<file path="src/rtl/pc_seq_pkg.sv">
// rtl/pc_seq_pkg.sv - shared states, increment and default vectors for the PC sequencer
package pc_seq_pkg;

  typedef enum logic [1:0] {
    BOOT  = 2'd0,
    FETCH = 2'd1,
    WAIT  = 2'd2
  } pc_state_e;

  localparam logic [31:0] PC_INC        = 32'd4;
  localparam logic [31:0] DEF_RESET_VEC = 32'h0000_0000;
  localparam logic [31:0] DEF_TRAP_VEC  = 32'h0000_0100;

  function automatic logic is_misaligned(input logic [31:0] addr);
    return addr[1:0] != 2'b00;
  endfunction

endpackage

</file>
<file path="src/rtl/pc_sequencer_if.sv">
// rtl/pc_sequencer_if.sv - instruction-memory request/grant bus
interface pc_sequencer_if;

  logic        imem_req;
  logic [31:0] imem_addr;
  logic        imem_gnt;

  modport master (
    output imem_req,
    output imem_addr,
    input  imem_gnt
  );

  modport slave (
    input  imem_req,
    input  imem_addr,
    output imem_gnt
  );

endinterface

</file>
<file path="src/rtl/pc_next_mux.sv">
// rtl/pc_next_mux.sv - priority next-PC select (trap > jump > branch > hold > +4)
// Trap path is active only when PC_SEQ_MISALIGN_TRAP_EN is defined.
module pc_next_mux
  import pc_seq_pkg::*;
#(
  parameter logic [31:0] TRAP_VEC = DEF_TRAP_VEC
) (
  input  logic        active_i,
  input  logic        xfer_i,
  input  logic        stall_i,
  input  logic        br_taken_i,
  input  logic [31:0] br_target_i,
  input  logic        jmp_i,
  input  logic [31:0] jmp_target_i,
  input  logic [31:0] pc_i,
  output logic [31:0] pc_nxt_o,
  output logic        redirect_o,
  output logic        misalign_o
);

  logic [31:0] target;

  always_comb begin
    target     = jmp_i ? jmp_target_i : br_target_i;
    redirect_o = active_i & (jmp_i | br_taken_i);
`ifdef PC_SEQ_MISALIGN_TRAP_EN
    misalign_o = redirect_o & is_misaligned(target);
`else
    misalign_o = 1'b0;
`endif
    pc_nxt_o = pc_i;
    if (misalign_o) begin
      pc_nxt_o = TRAP_VEC;
    end else if (redirect_o) begin
      pc_nxt_o = target;
    end else if (stall_i || !xfer_i) begin
      pc_nxt_o = pc_i;
    end else begin
      pc_nxt_o = pc_i + PC_INC;
    end
  end

endmodule

</file>
<file path="src/rtl/pc_sequencer.sv">
// rtl/pc_sequencer.sv - PC register, fetch FSM and granted-fetch counter
// Optional misaligned-target trap: PC_SEQ_MISALIGN_TRAP_EN.
module pc_sequencer
  import pc_seq_pkg::*;
#(
  parameter logic [31:0] RESET_VEC = DEF_RESET_VEC,
  parameter logic [31:0] TRAP_VEC  = DEF_TRAP_VEC
) (
  input  logic                  clk,
  input  logic                  rst_n,
  input  logic                  stall_i,
  input  logic                  br_taken_i,
  input  logic [31:0]           br_target_i,
  input  logic                  jmp_i,
  input  logic [31:0]           jmp_target_i,
  pc_sequencer_if.master        imem,
  output logic [31:0]           pc_o,
  output logic [31:0]           pc_nxt_o,
  output logic                  flush_o,
  output logic [31:0]           fetch_cnt_o,
  output logic                  misalign_o
);

  pc_state_e   state_q, state_d;
  logic [31:0] pc_q, pc_d;
  logic [31:0] fetch_cnt_q, fetch_cnt_d;
  logic        flush_q, misalign_q;
  logic        active, xfer, redirect, misalign;

  assign active = (state_q != BOOT);
  assign xfer   = active & imem.imem_gnt;

  pc_next_mux #(
    .TRAP_VEC (TRAP_VEC)
  ) u_next_mux (
    .active_i     (active),
    .xfer_i       (xfer),
    .stall_i      (stall_i),
    .br_taken_i   (br_taken_i),
    .br_target_i  (br_target_i),
    .jmp_i        (jmp_i),
    .jmp_target_i (jmp_target_i),
    .pc_i         (pc_q),
    .pc_nxt_o     (pc_d),
    .redirect_o   (redirect),
    .misalign_o   (misalign)
  );

  // Redirects always land in FETCH so the new target is requested immediately.
  always_comb begin
    state_d     = state_q;
    fetch_cnt_d = fetch_cnt_q + {31'd0, xfer};
    case (state_q)
      BOOT:  state_d = FETCH;
      FETCH: begin
        if (!redirect && !imem.imem_gnt) begin
          state_d = WAIT;
        end
      end
      WAIT: begin
        if (redirect || imem.imem_gnt) begin
          state_d = FETCH;
        end
      end
      default: state_d = BOOT;
    endcase
  end

  always_ff @(posedge clk or negedge rst_n) begin
    if (!rst_n) begin
      state_q     <= BOOT;
      pc_q        <= RESET_VEC;
      fetch_cnt_q <= 32'd0;
      flush_q     <= 1'b0;
      misalign_q  <= 1'b0;
    end else begin
      state_q     <= state_d;
      pc_q        <= pc_d;
      fetch_cnt_q <= fetch_cnt_d;
      flush_q     <= redirect;
      misalign_q  <= misalign;
    end
  end

  assign imem.imem_req  = active;
  assign imem.imem_addr = pc_q;
  assign pc_o           = pc_q;
  assign pc_nxt_o       = pc_d;
  assign flush_o        = flush_q;
  assign fetch_cnt_o    = fetch_cnt_q;
  assign misalign_o     = misalign_q;

endmodule

</file>
<file path="src/flat_wrapper.sv">
// flat-port wrapper written by rule: the top's interface ports become plain ports
module pc_sequencer_flat import pc_seq_pkg::*;
#(
  parameter logic [31:0] RESET_VEC = DEF_RESET_VEC,
  parameter logic [31:0] TRAP_VEC  = DEF_TRAP_VEC
)
  (clk, rst_n, stall_i, br_taken_i, br_target_i, jmp_i, jmp_target_i, pc_o, pc_nxt_o, flush_o, fetch_cnt_o, misalign_o, imem_imem_req, imem_imem_addr, imem_imem_gnt);
  pc_sequencer_if imem_i ();
  input  logic clk;
  input  logic rst_n;
  input  logic stall_i;
  input  logic br_taken_i;
  input  logic [31:0] br_target_i;
  input  logic jmp_i;
  input  logic [31:0] jmp_target_i;
  output logic [31:0] pc_o;
  output logic [31:0] pc_nxt_o;
  output logic flush_o;
  output logic [31:0] fetch_cnt_o;
  output logic misalign_o;
  output wire logic [$bits(imem_i.imem_req)-1:0] imem_imem_req;
  output wire logic [$bits(imem_i.imem_addr)-1:0] imem_imem_addr;
  input wire logic [$bits(imem_i.imem_gnt)-1:0] imem_imem_gnt;
  assign imem_imem_req = imem_i.imem_req;
  assign imem_imem_addr = imem_i.imem_addr;
  assign imem_i.imem_gnt = imem_imem_gnt;
  pc_sequencer #(.RESET_VEC(RESET_VEC), .TRAP_VEC(TRAP_VEC)) u_core (.clk(clk), .rst_n(rst_n), .stall_i(stall_i), .br_taken_i(br_taken_i), .br_target_i(br_target_i), .jmp_i(jmp_i), .jmp_target_i(jmp_target_i), .imem(imem_i), .pc_o(pc_o), .pc_nxt_o(pc_nxt_o), .flush_o(flush_o), .fetch_cnt_o(fetch_cnt_o), .misalign_o(misalign_o));
endmodule
</file>
<file path="config.mk">
export PLATFORM = sky130hd
export DESIGN_NAME = pc_sequencer_flat
export DESIGN_NICKNAME = d
export VERILOG_FILES = /design/src/rtl/pc_seq_pkg.sv /design/src/rtl/pc_sequencer_if.sv /design/src/rtl/pc_next_mux.sv /design/src/rtl/pc_sequencer.sv /design/src/flat_wrapper.sv
export SDC_FILE = /design/constraint.sdc
export NUM_CORES = 1
export LEC_CHECK = 0
export CORE_UTILIZATION = 37
export DETAILED_ROUTE_END_ITERATION = 16
export PLACE_DENSITY = 0.81
export SLEW_MARGIN = 20
export SYNTH_ARGS = -nofsm -noshare
export SYNTH_HDL_FRONTEND = slang
export SYNTH_SLANG_ARGS = --single-unit
</file>
<file path="constraint.sdc">
create_clock -name clk -period 2.5 [get_ports clk]
set_clock_uncertainty 0.05 [all_clocks]
set_input_delay 0.5 -clock clk [delete_from_list [all_inputs] [get_ports clk]]
set_output_delay 0.5 -clock clk [all_outputs]
set_load 0.005 [all_outputs]
</file>
## Word-level counts from Yosys, hierarchy flattened

Index checks and enable logic that the tools add are counted.

- Register bits: 67
- Bits in latches: 0
- RAM bits: 0
- Bits in read-only memories: 0
- Word-level logic and storage cells: 28
- Memories: 0

- $add $sub $neg: 2
- Multiply operators: 0
- Div/mod/pow operators: 0
- $lt $le $gt $ge: 0
- Equal/unequal tests: 4
- Shift operators: 0
- Mux-type cells: 6
- Bitwise gates (word level): 3
- Reduce and logical (&&, ||, !) cells: 9

Operators by type and width:

| operator | number |
|---|---|
| $mux 32 | 3 |
| $add 32x1->32 | 1 |
| $add 32x3->32 const B | 1 |
| $pmux 2 s3 | 1 |
| $mux 2 | 2 |
| $ne 2x1->1 const B | 2 |
| $logic_not 1->1 | 3 |
| $and 1x1->1 | 2 |
| $eq 2x1->1 const B | 1 |
| $eq 2x2->1 const B | 1 |
| $logic_not 2->1 | 1 |
| $logic_or 1x1->1 | 2 |
| $reduce_and 2->1 | 1 |
| $reduce_bool 2->1 | 1 |
| $logic_and 1x1->1 | 1 |
| $or 1x1->1 | 1 |

## Longest topological paths before layout

Gate-level depths: netlist of the first run.

- Depth after elaboration: 6
- Mapped depth: 7
- Depth with buffers taken out: 7

## Modules after synthesis

A second synthesis of the first run with hierarchy kept.

- Cell total of the unflattened synthesis: 426
- Area total of the unflattened synthesis: 4,098.9 um^2

Modules (own cells, without submodules):

| module | times used | cells an instance | area each (um^2) |
|---|---|---|---|
| pc_sequencer | 1 | 204 | 2,650.0 |
| pc_next_mux | 1 | 222 | 1,448.9 |

## Least setup slack after synthesis of the first run

No wires, ideal clock.

- Path type: input-to-output
- Start point: input port stall_i
- End point: output port pc_nxt_o[20]
- Data arrival time: 2.036 ns
- Required time: 1.950 ns
- Path slack: -0.086 ns
- Stages: 5
- Buffers on the path: 2
- Cells stage by stage: clkbuf_1 -> or4_1 -> buf_2 -> or4_1 -> a31oi_1

- Longest elaborated chain between the ends: 3

RTL lines:

| item | line | RTL |
|---|---|---|
| from (decl) | flat_wrapper.sv:11 | `input logic stall_i;` |
| $logic_or 1x1->1 | pc_next_mux.sv:36 | `end else if (stall_i \|\| !xfer_i) begin` |
| $mux 32 | pc_next_mux.sv:36 |  |
| $mux 32 | pc_next_mux.sv:34 | `end else if (redirect_o) begin` |
| to (decl) | flat_wrapper.sv:17 | `output logic [31:0] pc_nxt_o;` |

No other way between the ends.

## Worst setup path in the final report of the first run

- Start point: input port imem_imem_gnt
- End point: output port pc_nxt_o[21]

- Longest elaborated chain between the ends: 5

RTL lines:

| item | line | RTL |
|---|---|---|
| from (decl) | flat_wrapper.sv:23 | `input wire logic [$bits(imem_i.imem_gnt)-1:0] imem_imem_gnt;` |
| $and 1x1->1 | pc_sequencer.sv:31 | `assign xfer = active & imem.imem_gnt;` |
| $logic_not 1->1 | pc_next_mux.sv:36 |  |
| $logic_or 1x1->1 | pc_next_mux.sv:36 |  |
| $mux 32 | pc_next_mux.sv:36 |  |
| $mux 32 | pc_next_mux.sv:34 |  |

No other way between the ends.

==> impl_metrics.tcl, run 1 <==
set metrics [dict create \
    start_util_pct 38.77 \
    antenna_found_initial 0 \
    setup_tns_ps -9041 \
    portBuffers 199 \
    drt.antenna.violating_nets 0 \
    async_reset_ff_share_pct 100.0 \
    synth_edf_count 0 \
    grt_pass1_wl_microns 24730 \
    grt_usage_pct 28.12 \
    leakagePower_nw 3.322 \
    rsz0062_at_grt "true" \
    required_ps 1950 \
    tightest_slew_ps 728.8 \
    h-tree-depth 3 \
    path_max_fanout 8 \
    dp_hpwl_microns 10610 \
    finalHoldViolCount 0 \
    synthFlopType "dfrtp_1" \
    ys_types 43 \
    pre_cts_ws_ps -1204 \
    clk_latency_ps 360 \
    fin_ws_ps -495.0 \
    syn_nets 518 \
    drtIter0Drc 251 \
    grt_max_degree 42 \
    dieHeight_microns 106.7 \
    cts_tree "built" \
    post_drt_wl_per_cell_microns 19.86 \
    viasPerCell 5.551 \
    num_vias 4879 \
    core_sq_mm 0.01046 \
    finalCritPeriodShare_pct 119.8 \
    cap_violations 0 \
    gp_congestion 0.9129 \
    finalCriticalPeriod_ps 2995 \
    cts_hold_buf 0 \
    slew_headroom_pct 51.42 \
    critPathLaunchType "input pin" \
    grt_pass1_vias 4834 \
    io_pins 201 \
    finalSetupViolations 32 \
    firstDrtPassIters 5 \
    fin_util_pct 75.11 \
    overflow 0 \
    drc 0 \
    area_delta_synth_final_pct 93.74 \
    layout-drive-gt1-share_pct 36.74 \
    ir_drop_mv 0.7156 \
    r2r-start "u_core.state_q[1]" \
    cts_buffer_depth 2 \
    syn_inst 444 \
    antennaDiodeCount 0 \
    endpoint_kind "output pin" \
    nNetsFinal 812 \
    cts_buffers 9 \
    power_w 0.007883 \
    cts_sinks 67 \
    path_clk_slew_ps 80 \
    die_area_sq_mm 0.01139 \
    cp.arrival_ps 2450 \
    syn_area_per_cell_sq_um 9.136 \
    synth.yosys.seq_area_share_pct 41.33 \
    ys_seq_elements 67 \
    root_buffer "clkbuf_8" \
    rows 37 \
    outcome "complete, but fails checks" \
    slew_violations 0 \
    critical_path.startpoint "imem_imem_gnt" \
    die_x_microns 106.7 \
    hp-class "in2async" \
    yosys_warnings 0 \
    fmax_mhz 333.9 \
    wl_microns 17460 \
    pwr_density_cell_mw_per_mm2 1003 \
    worstSetupPathType "in2out" \
    synth_area_sq_mm 0.004056 \
    violations "negative setup slack" \
]
[cell type report]
type / count / area, sq um
Clock buffer: 10 / 127.6
Clock inverter: 6 / 90.09
Fill cell: 687 / 2604
Inverter: 12 / 50.05
Multi-Input combinational cell: 309 / 2599
Sequential cell: 67 / 1677
Tap cell: 136 / 170.2
Timing Repair Buffer: 339 / 3146
[metrics by stage]
stage	instances	instance area [sq um]	hold slack [ps]
detailed placement	803	6568	414.1
global placement	803	6568	407.6
finish	879	7859	145.8
CTS	859	7337	132.4
floorplan	444	4108	154.4
global route	879	7859	166.4
[sequential cells by signal, summed over array words and instances, names as in the netlist]
register / cells
u_core.fetch_cnt_o: 32
u_core.imem.imem_addr: 32
u_core.state_q: 2
u_core.flush_o: 1
[power by group]
group | total, W | internal (W) | switching [W]
Sequential | 0.00177 | 0.00139 | 0.000382
Combinational | 0.00506 | 0.00289 | 0.00216
Clock | 0.00105 | 0.000565 | 0.000488
Total | 0.00788 | 0.00485 | 0.00303
[cell usage after synthesis, types with 2 or more instances]
library cell	n	area share, %
or2_2	3	0.46
a211oi_1	20	3.7
mux2i_1	10	2.5
a21oi_1	7	0.86
nand4_1	23	3.5
ha_1	4	1.2
inv_1	11	1.0
a31oi_1	20	3.1
nand3b_1	3	0.56
buf_4	33	6.1
or4_1	10	1.9
nand2b_1	2	0.31
o211ai_1	4	0.74
clkbuf_1	18	1.7
nor4_1	15	2.3
dfrtp_1	67	41
xor2_1	18	3.9
nand2_1	33	3.1
o31ai_1	6	1.1
nor2_1	15	1.4
o22ai_1	2	0.31
and4_1	3	0.65
or3_1	6	0.93
and3_1	6	0.93
nand3_1	21	2.6
o21ai_0	9	1.1
nor3_1	15	1.9
a31o_2	4	0.86
xnor2_1	20	4.3
nor2b_1	20	3.1
buf_1	4	0.37
[path summary, 6_finish.rpt]
check,to,slack (ps),depth (start not counted)
min in group clk,u_core.fetch_cnt_o[31],430,1
max in group asynchronous,u_core.fetch_cnt_o[25],1580,2
worst max register to register,u_core.imem.imem_addr[11],190,12
worst min-delay path,u_core.fetch_cnt_o[0],150,1
worst max-delay path,pc_nxt_o[21],-500,7
worst min register to register,u_core.fetch_cnt_o[31],430,1
[cell usage in the layout, fill, tap and decap left out, drive strengths merged, types with 6 or more instances in the layout]
cell type / Yosys / routed
a31oi: 20 / 20
or3: 6 / 6
clkbuf: 18 / 13
nand3: 21 / 21
nor4: 15 / 15
nand4: 23 / 23
and3: 6 / 6
or4: 10 / 10
nand2: 33 / 33
mux2i: 10 / 10
xor2: 18 / 18
o21ai: 10 / 10
a21oi: 7 / 7
clkdlybuf4s50: 0 / 162
nor2b: 20 / 20
nor3: 15 / 15
xnor2: 20 / 20
dfrtp: 67 / 67
nor2: 15 / 15
inv: 11 / 11
buf: 38 / 171
a211oi: 20 / 20
o31ai: 6 / 6
[repair_timing]
action                     in CTS  in global routing
cloned                          6                  3
setup endpoints to repair      32                 32
hold endpoints to repair        0                  0
pin swaps                      34                 30
gates resized for setup       181                103
setup buffers                  34                 24
[worst max-delay path: stages]
cell and delay [ps]:
dlygate4sd2_1 290, o21ai_4 100, or4_4 530, buf_8 160
or4_4 510, a31oi_4 210, buf_2 140
[metal layers]
| metal | vias up | global-route usage (%) | part of all wire (%) |
|---|---|---|---|
| li1 | 2184 | - | - |
| met1 | 2324 | 32.34 | 37 |
| met2 | 314 | 50.23 | 51 |
| met3 | 57 | 6.687 | 8.8 |
| met4 | 0 | 10.76 | 3.2 |
| met5 | - | 0 | 0 |
[cell families after synthesis]
logic type,share of synthesized area [%]
AOI/OAI and AO/OA,12.86
other,0.09245
DFF,41.33
muxes,2.745
buffers and inverters,9.377
and+or+nand+nor,24.15
xor gates and xnor gates,8.205
adders and majority gates,1.234
Note: power is estimated with default switching activity, not from simulation.
==> run 2, diff against run 1 <==
--- a/config.mk
+++ b/config.mk
@@ -7,6 +7,7 @@
 export LEC_CHECK = 0
 export CORE_UTILIZATION = 37
 export DETAILED_ROUTE_END_ITERATION = 16
+export GPL_TIMING_DRIVEN = 0
 export PLACE_DENSITY = 0.81
 export SLEW_MARGIN = 20
 export SYNTH_ARGS = -nofsm -noshare
==> run 2 against run 1 <==
Effect of this change: worst hold slack improved by 280 ps; total power down 6.5%; critical path type is now reg2out; the run still ends with negative setup slack left; non-clock buffer count fell by 11; sequential share of layout area grew 1.2 points; register-to-register slack lost 210 ps.
==> impl_metrics.tcl, run 2 (synthesis results as in run 1) <==
set metrics [dict create \
    die_x_microns 106.7 \
    cap_violations 0 \
    slew_headroom_pct 59.41 \
    layout_commonest_cell "clkdlybuf4s50_1" \
    io_pins 201 \
    violations "negative setup slack" \
    finalCritPeriodShare_pct 118.0 \
    drtIter0Drc 325 \
    num_vias 4950 \
    final_area_sq_mm 0.007545 \
    viasPerCell 5.696 \
    portBuffers 197 \
    ir_drop_mv 0.6448 \
    dieHeight_microns 106.7 \
    core_sq_mm 0.01046 \
    grt_pass1_vias 4786 \
    drt.antenna.violating_nets 0 \
    dp_hpwl_microns 10470 \
    hold_start "u_core.fetch_cnt_o[31]" \
    layout-drive-gt1-share_pct 35.20 \
    endpoint_kind "output pin" \
    hp-class "reg2reg" \
    firstDrtPassIters 5 \
    outcome "complete, but fails checks" \
    cts_buffer_depth 2 \
    wl_microns 16910 \
    slowest_delay_ps 600 \
    tightest_slew_ps 608.9 \
    grt_usage_pct 27.85 \
    pwr_density_cell_mw_per_mm2 976.8 \
    gp_congestion 0.9229 \
    reg2reg_slack_ps -20 \
    dp.cells 778 \
    r2r-start "u_core.imem.imem_addr[6]" \
    path_max_fanout 7 \
    worstSetupPathType "reg2out" \
    final_cells 869 \
    grt_pass1_wl_microns 24610 \
    place_area_sq_mm 0.006275 \
    rows 37 \
    p_sw_share_pct 38.72 \
    antenna_found_initial 0 \
    final_cell_mix "clkdlybuf4s50_1, buf_4, dfrtp_1" \
    p_int_w 0.004516 \
    cts_sinks 67 \
    required_ps 1950 \
    nNetsFinal 803 \
    slew_violations 0 \
    finalSetupViolations 28 \
    switchingPower_w 0.002854 \
    path_clk_slew_ps 90 \
    finalCriticalPeriod_ps 2951 \
    cts_tree "built" \
    overflow 0 \
    power_frac_seq_pct 25.5 \
    combPwrFrac_pct 63.2 \
    fmax_mhz 338.9 \
    critPathLaunchType "flop" \
    rsz0062_at_grt "true" \
    leakagePower_nw 3.158 \
    finalHoldViolCount 0 \
    cp.arrival_ps 2400 \
    start_util_pct 38.77 \
    setup_tns_ps -6069 \
    cts_buffers 9 \
    grt_max_degree 50 \
    die_area_sq_mm 0.01139 \
    critical_path.startpoint "u_core.imem.imem_addr[6]" \
    root_buffer "clkbuf_8" \
    p_clk_share_pct 11.3 \
    h-tree-depth 3 \
    clk_latency_ps 340 \
    post_drt_wl_per_cell_microns 19.46 \
    fin_util_pct 72.11 \
    fin_ws_ps -450.6 \
    area_delta_synth_final_pct 86.00 \
    drc 0 \
    crit_path_cell_trace "nand4_1 -> or4_4 -> clkbuf_16 -> or3_4 -> a31oi_4 -> buf_2" \
    crit_slowest_cell "or4_4" \
    antennaDiodeCount 0 \
]
==> run 2: cell count changes in the layout (fill, tap and decap cells not counted), sizes merged <==
| cell | delta |
|---|---|
| buf | -27 |
| bufinv | -2 |
| clkbuf | +14 |
| clkdlybuf4s15 | +1 |
| clkinvlp | +1 |
| dlygate4sd2 | -2 |
| dlygate4sd3 | +1 |
| dlymetal6s2s | +2 |
| inv | +1 |
| or4 | +1 |
==> run 2: layer usage <==
metal	global-route usage, %	vias to the layer above	share of wire, %
met1	32.24	2397	36
met4	9.100	0	3.2
met3	7.112	56	8.9
met2	49.86	325	52
li1	-	2172	-
met5	0	-	0
==> run 2: repair_timing <==
item	CTS	global route
endpoints found under the hold margin	17	0
hold buffers	1	0
pin swaps	31	32
setup endpoints to repair	37	37
setup buffers	46	27
gates resized for setup	192	86
cloned	4	1
==> run 2: cell type report <==
class	instances	area [sq um]
fillers	747	2918
repair buffers	274	2536
multi-input cells	310	2476
flip-flops and latches	67	1703
plain buffers	54	434.2
well taps	136	170.2
clock buffers	10	137.6
inverters	12	52.55
clock inverters	5	30.03
repair inverters	1	5.005
==> run 2: power by group through the flow <==
stage | Clock [W] | Sequential, W | Combinational, W
floorplan | 0 | 0.00181 | 0.00135
global placement | 0 | 0.00190 | 0.00332
detailed placement | 0 | 0.00192 | 0.00337
CTS | 0.000820 | 0.00185 | 0.00414
global route | 0.000881 | 0.00193 | 0.00490
finish | 0.000830 | 0.00188 | 0.00466
==> run 2: final timing paths <==
check | cells past startpoint | endpoint
max | 6 | pc_nxt_o[13]
max in group asynchronous | 3 | u_core.imem.imem_addr[19]
min | 1 | u_core.fetch_cnt_o[31]
max reg2reg | 10 | u_core.imem.imem_addr[17]
min reg2reg | 1 | u_core.fetch_cnt_o[31]
min in group asynchronous | 2 | u_core.imem.imem_addr[3]
==> run 2: per-stage QoR <==
step / total power, W / setup slack [ps] / hold slack [ps]
floorplan: 0.003165 / -2.767 / 154.4
global placement: 0.005222 / -1400 / 407.4
detailed placement: 0.005286 / -1256 / 353.7
CTS: 0.006811 / -461.0 / 428.7
global route: 0.007708 / -518.4 / 440.8
finish: 0.007370 / -450.6 / 429.0
==> run 2: critical path, delay by kind of cell, from the launching register on <==
kind / cells / cell delay (ps)
buffers and inverters: 2 / 340
AND/OR/NAND/NOR: 3 / 1110
AO/OA/AOI/OAI: 1 / 200
flip-flops: 1 / 390
